[config.mk]
export PLATFORM = sky130hd
export DESIGN_NAME = dig_ota_sar_ctrl
export DESIGN_NICKNAME = d
export VERILOG_FILES = /design/src/rtl/dig_ota_sar_ctrl.sv
export SDC_FILE = /design/constraint.sdc
export NUM_CORES = 1
export LEC_CHECK = 0
export ABC_AREA = 0
export ABC_CLOCK_PERIOD_IN_PS = 4700
export CELL_PAD_IN_SITES_DETAIL_PLACEMENT = 1
export CELL_PAD_IN_SITES_GLOBAL_PLACEMENT = 2
export CORE_MARGIN = 3
export CORE_UTILIZATION = 38
export CTS_BUF_LIST = sky130_fd_sc_hd__clkbuf_8 sky130_fd_sc_hd__clkbuf_16
export CTS_CLUSTER_SIZE = 8
export DETAILED_ROUTE_END_ITERATION = 7
export GPL_TIMING_DRIVEN = 0
export PLACE_DENSITY_LB_ADDON = 0.1
export SYNTH_ARGS = -nofsm -noshare
export SYNTH_HDL_FRONTEND = slang
export SYNTH_SLANG_ARGS = --single-unit
[constraint.sdc]
create_clock -name clk_i -period 4.7 [get_ports clk_i]
set_input_delay 0.94 -clock clk_i [delete_from_list [all_inputs] [get_ports clk_i]]
set_output_delay 0.94 -clock clk_i [all_outputs]
set_load 0.005 [all_outputs]
[src/rtl/dig_ota_sar_ctrl.sv]
// Successive-approximation controller: samples, then resolves WIDTH bits MSB-first from a 2-flop synced comparator.
// Latency SAMPLE_CYCLES + WIDTH*(SETTLE_CYCLES+1) + 1 cycles from start; no backpressure, abort cancels any trial.
module dig_ota_sar_ctrl #(
  parameter int WIDTH         = 6,
  parameter int SAMPLE_CYCLES = 2,
  parameter int SETTLE_CYCLES = 2
) (
  input  logic             clk_i,
  input  logic             rst_ni,
  input  logic             start_i,
  input  logic             abort_i,
  input  logic             cmp_i,
  output logic             sample_o,
  output logic [WIDTH-1:0] dac_code_o,
  output logic             busy_o,
  output logic             done_o,
  output logic [WIDTH-1:0] result_o
);

  localparam int IW = (WIDTH > 1) ? $clog2(WIDTH) : 1;
  localparam logic [IW-1:0]    TOP_BIT   = IW'(WIDTH - 1);
  localparam logic [3:0]       SAMP_LAST = 4'(SAMPLE_CYCLES - 1);
  localparam logic [3:0]       SETL_LAST = 4'(SETTLE_CYCLES - 1);
  localparam logic [WIDTH-1:0] TOP_TRIAL = {1'b1, {(WIDTH-1){1'b0}}};

  typedef enum logic [2:0] {S_IDLE, S_SAMPLE, S_SETTLE, S_DECIDE, S_DONE} state_t;

  state_t           state_q;
  logic [3:0]       cnt_q;
  logic [IW-1:0]    bit_q;
  logic             sync1_q, sync2_q;
  logic             sample_q, busy_q, done_q;
  logic [WIDTH-1:0] dac_q, result_q;
  logic [WIDTH-1:0] kept_d, next_trial_d;

  // The current trial code with bit i replaced by the synchronized decision.
  always_comb begin
    kept_d       = dac_q;
    kept_d[bit_q] = sync2_q;
    next_trial_d = '0;
    if (bit_q != '0) next_trial_d[bit_q - IW'(1)] = 1'b1;
  end

  always_ff @(posedge clk_i or negedge rst_ni) begin
    if (!rst_ni) begin
      state_q  <= S_IDLE;
      cnt_q    <= '0;
      bit_q    <= '0;
      sync1_q  <= 1'b0;
      sync2_q  <= 1'b0;
      sample_q <= 1'b0;
      busy_q   <= 1'b0;
      done_q   <= 1'b0;
      dac_q    <= '0;
      result_q <= '0;
    end else begin
      sync1_q <= cmp_i;
      sync2_q <= sync1_q;
      done_q  <= 1'b0;
      if (abort_i && state_q != S_IDLE && state_q != S_DONE) begin
        state_q  <= S_IDLE;
        cnt_q    <= '0;
        sample_q <= 1'b0;
        busy_q   <= 1'b0;
        dac_q    <= '0;
      end else begin
        case (state_q)
          S_IDLE: begin
            if (start_i && !abort_i) begin
              state_q  <= S_SAMPLE;
              cnt_q    <= '0;
              sample_q <= 1'b1;
              busy_q   <= 1'b1;
              dac_q    <= '0;
            end
          end
          S_SAMPLE: begin
            if (cnt_q == SAMP_LAST) begin
              state_q  <= S_SETTLE;
              cnt_q    <= '0;
              sample_q <= 1'b0;
              bit_q    <= TOP_BIT;
              dac_q    <= TOP_TRIAL;
            end else begin
              cnt_q <= cnt_q + 4'd1;
            end
          end
          S_SETTLE: begin
            if (cnt_q == SETL_LAST) begin
              state_q <= S_DECIDE;
              cnt_q   <= '0;
            end else begin
              cnt_q <= cnt_q + 4'd1;
            end
          end
          S_DECIDE: begin
            if (bit_q == '0) begin
              state_q  <= S_DONE;
              dac_q    <= kept_d;
              result_q <= kept_d;
              done_q   <= 1'b1;
            end else begin
              state_q <= S_SETTLE;
              bit_q   <= bit_q - IW'(1);
              dac_q   <= kept_d | next_trial_d;
            end
          end
          S_DONE: begin
            state_q <= S_IDLE;
            busy_q  <= 1'b0;
            dac_q   <= '0;
          end
          default: begin
            state_q  <= S_IDLE;
            sample_q <= 1'b0;
            busy_q   <= 1'b0;
            dac_q    <= '0;
          end
        endcase
      end
    end
  end

  assign sample_o   = sample_q;
  assign dac_code_o = dac_q;
  assign busy_o     = busy_q;
  assign done_o     = done_q;
  assign result_o   = result_q;

endmodule

Word-level counts from Yosys, hierarchy flattened

Cells that the tools add are included.

Bits in registers: 27
Input bits: 5
Output and inout bits: 15
Logic and storage cells: 87

Add/subtract/negate cells: 2
$lt $le $gt $ge: 4
Equality and inequality tests: 14
Mux-type cells: 33
Bitwise logic cells: 2
Reductions and logical operators: 22

Operators by type and width:

| operator                                                   | count |
|---|---|
| two-way mux 6 bit                                          | 5 |
| one-hot mux 6 bit (4 select lines)                         | 1 |
| two-way mux 3 bit                                          | 7 |
| two-way mux 4 bit                                          | 3 |
| inequality test 3 bit, second input constant               | 4 |
| one-hot mux 3 bit (4 select lines)                         | 1 |
| AND reduction 3 bit                                        | 4 |
| two-way mux 1 bit                                          | 9 |
| nonzero test 3 bit                                         | 3 |
| less-than comparator 3 x 4 -> 1 bit, second input constant | 2 |
| one-hot mux 4 bit (2 select lines)                         | 1 |
| bitwise mux 6 bit                                          | 1 |
| demux 1 bit (select 3 bit)                                 | 2 |
| equality test 3 x 2 -> 1 bit, second input constant        | 2 |
| >= comparator 3 x 1 -> 1 bit, second input constant        | 2 |
| zero test 3 bit                                            | 2 |
| inequality test 2 bit, second input constant               | 3 |
| OR 6 bit                                                   | 1 |
| one-hot mux 3 bit (2 select lines)                         | 1 |
| OR reduction 3 bit                                         | 2 |
| logical AND 1 bit                                          | 5 |
| adder 4 x 1 -> 4 bit, second input constant                | 1 |
| equality test 4 x 1 -> 1 bit, second input constant        | 1 |
| inequality test 2 x 1 -> 1 bit, second input constant      | 2 |
| 11 further kinds                                           | 12 |

Longest topological paths before layout

Depth in word-level cells: 10
Depth in mapped cells: 8
Gate-level depth less buffers: 6

Worst setup path after synthesis

Ideal clock, no wire load.

Path kind: input -> register
From: in abort_i
To: reg result_q[4], in the netlist result_o[4]
Setup time: 128 ps
Arrival time: 1801 ps
Required time: 4572 ps
Path slack: 2772 ps
Stages: 4
Path through: buf_6 and4bb_2 nand2_1 mux2_1

Cells in the longest elaborated chain, start to end: 4

RTL lines:

| item                            | line | RTL |
|---|---|---|
| start: declaration              | 11   | `input logic abort_i,` |
| logical AND 1 bit (2 in series) | 60   | `if (abort_i && state_q != S_IDLE && state_q != S_DONE) begin` |
| NOT 1 bit (no line)             | --   |  |
| AND reduction 3 bit (no line)   | --   |  |
| end signal: assignment          | 100  | `result_q <= kept_d;` |
| end: declaration                | 33   | `logic [WIDTH-1:0] dac_q, result_q;` |

Every way passes these cells.
A chain may end at the register's enable or synchronous reset.

Final worst setup path

From: in start_i
To: reg dac_q[1], in the netlist dac_code_o[1]

Cells in the longest elaborated chain, start to end: 3

RTL lines:

| item                            | line | RTL |
|---|---|---|
| start: declaration              | 10   | `input logic start_i,` |
| logical AND 1 bit               | 69   | `if (start_i && !abort_i) begin` |
| inequality test 3 bit (no line) | --   |  |
| AND reduction 3 bit (no line)   | --   |  |
| end signal: assignment          | 99   | `dac_q <= kept_d;` |
| end signal: assignment          | 105  | `dac_q <= kept_d \| next_trial_d;` |
| end: declaration                | 33   |  |

Every way passes these cells.

==> flow_summary.json <==
{
  "outcome": "complete, no violations",
  "peakVddDrop_v": 0.000203,
  "slowest_delay_ns": 0.43,
  "hold_class": "flop to flop",
  "cp-end-kind": "flop",
  "drc": 0,
  "arrival_ns": 2.44,
  "layout-drive-gt1-share_pct": 13.3,
  "dp_cells": 209,
  "holdBufCountCts": 0,
  "finalHoldViolCount": 0,
  "vias": 1127,
  "synth_ff_type": "dfrtp_1",
  "wl_um": 3480,
  "viasPerCell": 5.29,
  "cts.root.buffer_cell": "clkbuf_8",
  "ys_ff_latch": 27,
  "tightest_slew_ns": 0.642,
  "fin_crit_sh_pct": 47.5,
  "rows": 22,
  "syn_area_per_cell_sq_um": 10.6,
  "final_nets": 175,
  "synth_area_sq_um": 1510,
  "reg2reg_from": "bit_q[0]",
  "htree_levels": 1,
  "cts_buffer_depth": 2,
  "grt_pass1_vias": 1201,
  "avgRoutedWirePerCell_um": 16.3,
  "port_buffers": 18,
  "start_util_pct": 40.3,
  "start_kind": "input port",
  "place_hpwl_um": 2540,
  "p_leak_nw": 0.793,
  "criticalPathCategory": "input port to flop",
  "numCtsBuffers": 3,
  "setup_viol": 0,
  "min_from": "sync1_q",
  "antenna_found_initial": 0,
  "postSynthCellCount": 143,
  "track_usage_pct": 15.8,
  "crit_fanout": 6,
  "skew_ns": 0.00669,
  "cp_slowest_cell": "clkdlybuf4s50_1",
  "cts_setup_buffers": 0,
  "syn2layout_area_growth_pct": 18.6,
  "critPathRequiredTime_ns": 4.91,
  "dieArea_sq_um": 4760,
  "synthArstFlopShare_pct": 100,
  "fin_setup_tns_ns": 0,
  "grt_max_degree": 28,
  "crit_start": "start_i",
  "synth-edff-count": 0,
  "fin_cells": 213,
  "grt_overflow": 0,
  "syn_nets": 152,
  "ios": 20,
  "power.density_nw_per_um2": 443,
  "cts_sinks": 27,
  "chipWidth_um": 69.0,
  "first_pass_iters": 4,
  "chipHeight_um": 69.0,
  "cap_violations": 0,
  "ys_warn_count": 0,
  "path_cells": "clkdlybuf4s50_1, nor2b_2, a21o_1, a221oi_4, a22o_1",
  "final_antenna_net_count": 0,
  "cts_resized": 0,
  "cpLargestDelayFamily": "compound AO/OA/AOI/OAI gates",
  "gp_congestion": 0.755,
  "clk_pin_slew_ns": 0.09,
  "yosysUniqueCellTypes": 45,
  "critPathBufInv": 1,
  "n_antenna_cell": 0,
  "synthDominantCellAreaShare_pct": 44.8,
  "clkLatencyLatePin_ns": 0.27,
  "synth_top_area_cell": "dfrtp_1",
  "maxSlewViolCount": 0,
  "grt_pass1_wl_um": 6130,
  "synth_area_leaders": "dfrtp_1 45%, mux2i_1 5.3%, ha_1 3.3%",
  "drt_iter0_markers": 37,
  "fin_crit_ns": 2.23,
  "cts_tree": "yes",
  "fmax_ghz": 0.448,
  "yosysSeqAreaShare_pct": 44.8,
  "relSlewSlack_pct": 57.2,
  "rsz0062_at_grt": "false",
  "coreArea_sq_um": 3740
}
## cell usage after synthesis (2+ instances only)
cell type / instances
o21ai_0: 5
nor2_1: 5
nand2_1: 12
ha_1: 4
mux2_1: 2
buf_2: 6
a21oi_1: 6
nor3_1: 3
dfrtp_1: 27
or2_1: 2
o221ai_1: 2
nor3b_1: 3
a22o_1: 5
mux2i_1: 8
nand2b_1: 2
o31ai_1: 2
o21ai_1: 10
buf_6: 2
xor2_1: 2
inv_1: 8
nand3b_1: 3
## sequential cells by signal, summed over array words and instances, names as in the netlist
name and flops:
dac_code_o 6, result_o 6, cnt_q 4, bit_q 3
state_q 3, busy_o 1, done_o 1, sample_o 1
sync1_q 1, sync2_q 1
## layout by cell type (no fill, tap or decap), types with 4 or more instances in the layout
cell type        netlist  layout
dfrtp_1               27      27
clkdlybuf4s50_1        0      17
nand2_1               12      12
o21ai_1               10      10
inv_1                  8       9
mux2i_1                8       8
buf_2                  6       7
a21oi_1                6       6
nor2_1                 5       5
o21ai_0                5       5
a22o_1                 5       5
ha_1                   4       4
## final timing paths
path / endpoint / slack [ns] / cells past startpoint
setup / recovery: dac_code_o[1] / 2.47 / 5
hold / removal: sync2_q / 0.36 / 0
setup reg to reg: dac_code_o[0] / 2.91 / 7
hold reg to reg: sync2_q / 0.36 / 0
max in group asynchronous: bit_q[1] / 3.60 / 1
min in group asynchronous: dac_code_o[5] / 0.68 / 1
## layout make-up
type	count	area, sq um
buffer	8	52.6
clock buffer	3	41.3
clock inverter	1	3.75
fill	452	1950
inverter	8	30.0
multi-input combinational	100	751
sequential	27	676
tap	48	60.1
timing repair buffer	18	175
## where the power goes
part,switching (mW),internal (mW),total [mW]
Sequential,0.0351,0.268,0.303
Clock,0.0725,0.0586,0.131
Combinational,0.197,0.162,0.359
## through the flow
step / setup WS (ns) / instance area [sq um] / util, % / power, mW / hold slack [ns]
after floorplan: 2.77 / 1510 / - / 0.559 / 0.331
after global placement: 2.21 / 1750 / 46.7 / 0.656 / 0.338
after detailed placement: 2.16 / 1750 / 46.7 / 0.670 / 0.341
after CTS: 2.44 / 1790 / 47.9 / 0.803 / 0.362
after global routing: 2.40 / 1790 / 47.8 / 0.863 / 0.366
final: 2.47 / 1790 / 47.8 / 0.793 / 0.358
## layer usage
metal	GRT usage (%)	part of all wire (%)	vias to the layer above
li1	-	-	559
met1	24.2	53	548
met5	0	0	-
met4	4.56	0.89	0
met2	23.1	44	16
met3	2.19	2.2	4
## logic make-up (layout without fill, tap and decap cells)
group | count (synthesis) | in the layout | synth area share [%]
xor+xnor | 2 | 2 | 1.16
mux | 10 | 10 | 6.80
compound gates | 43 | 43 | 20.6
flops | 27 | 27 | 44.8
simple gates | 41 | 41 | 17.8
fa+ha+maj | 4 | 4 | 3.32
buf+inv | 16 | 38 | 5.47
(Power assumes the default switching activity.)
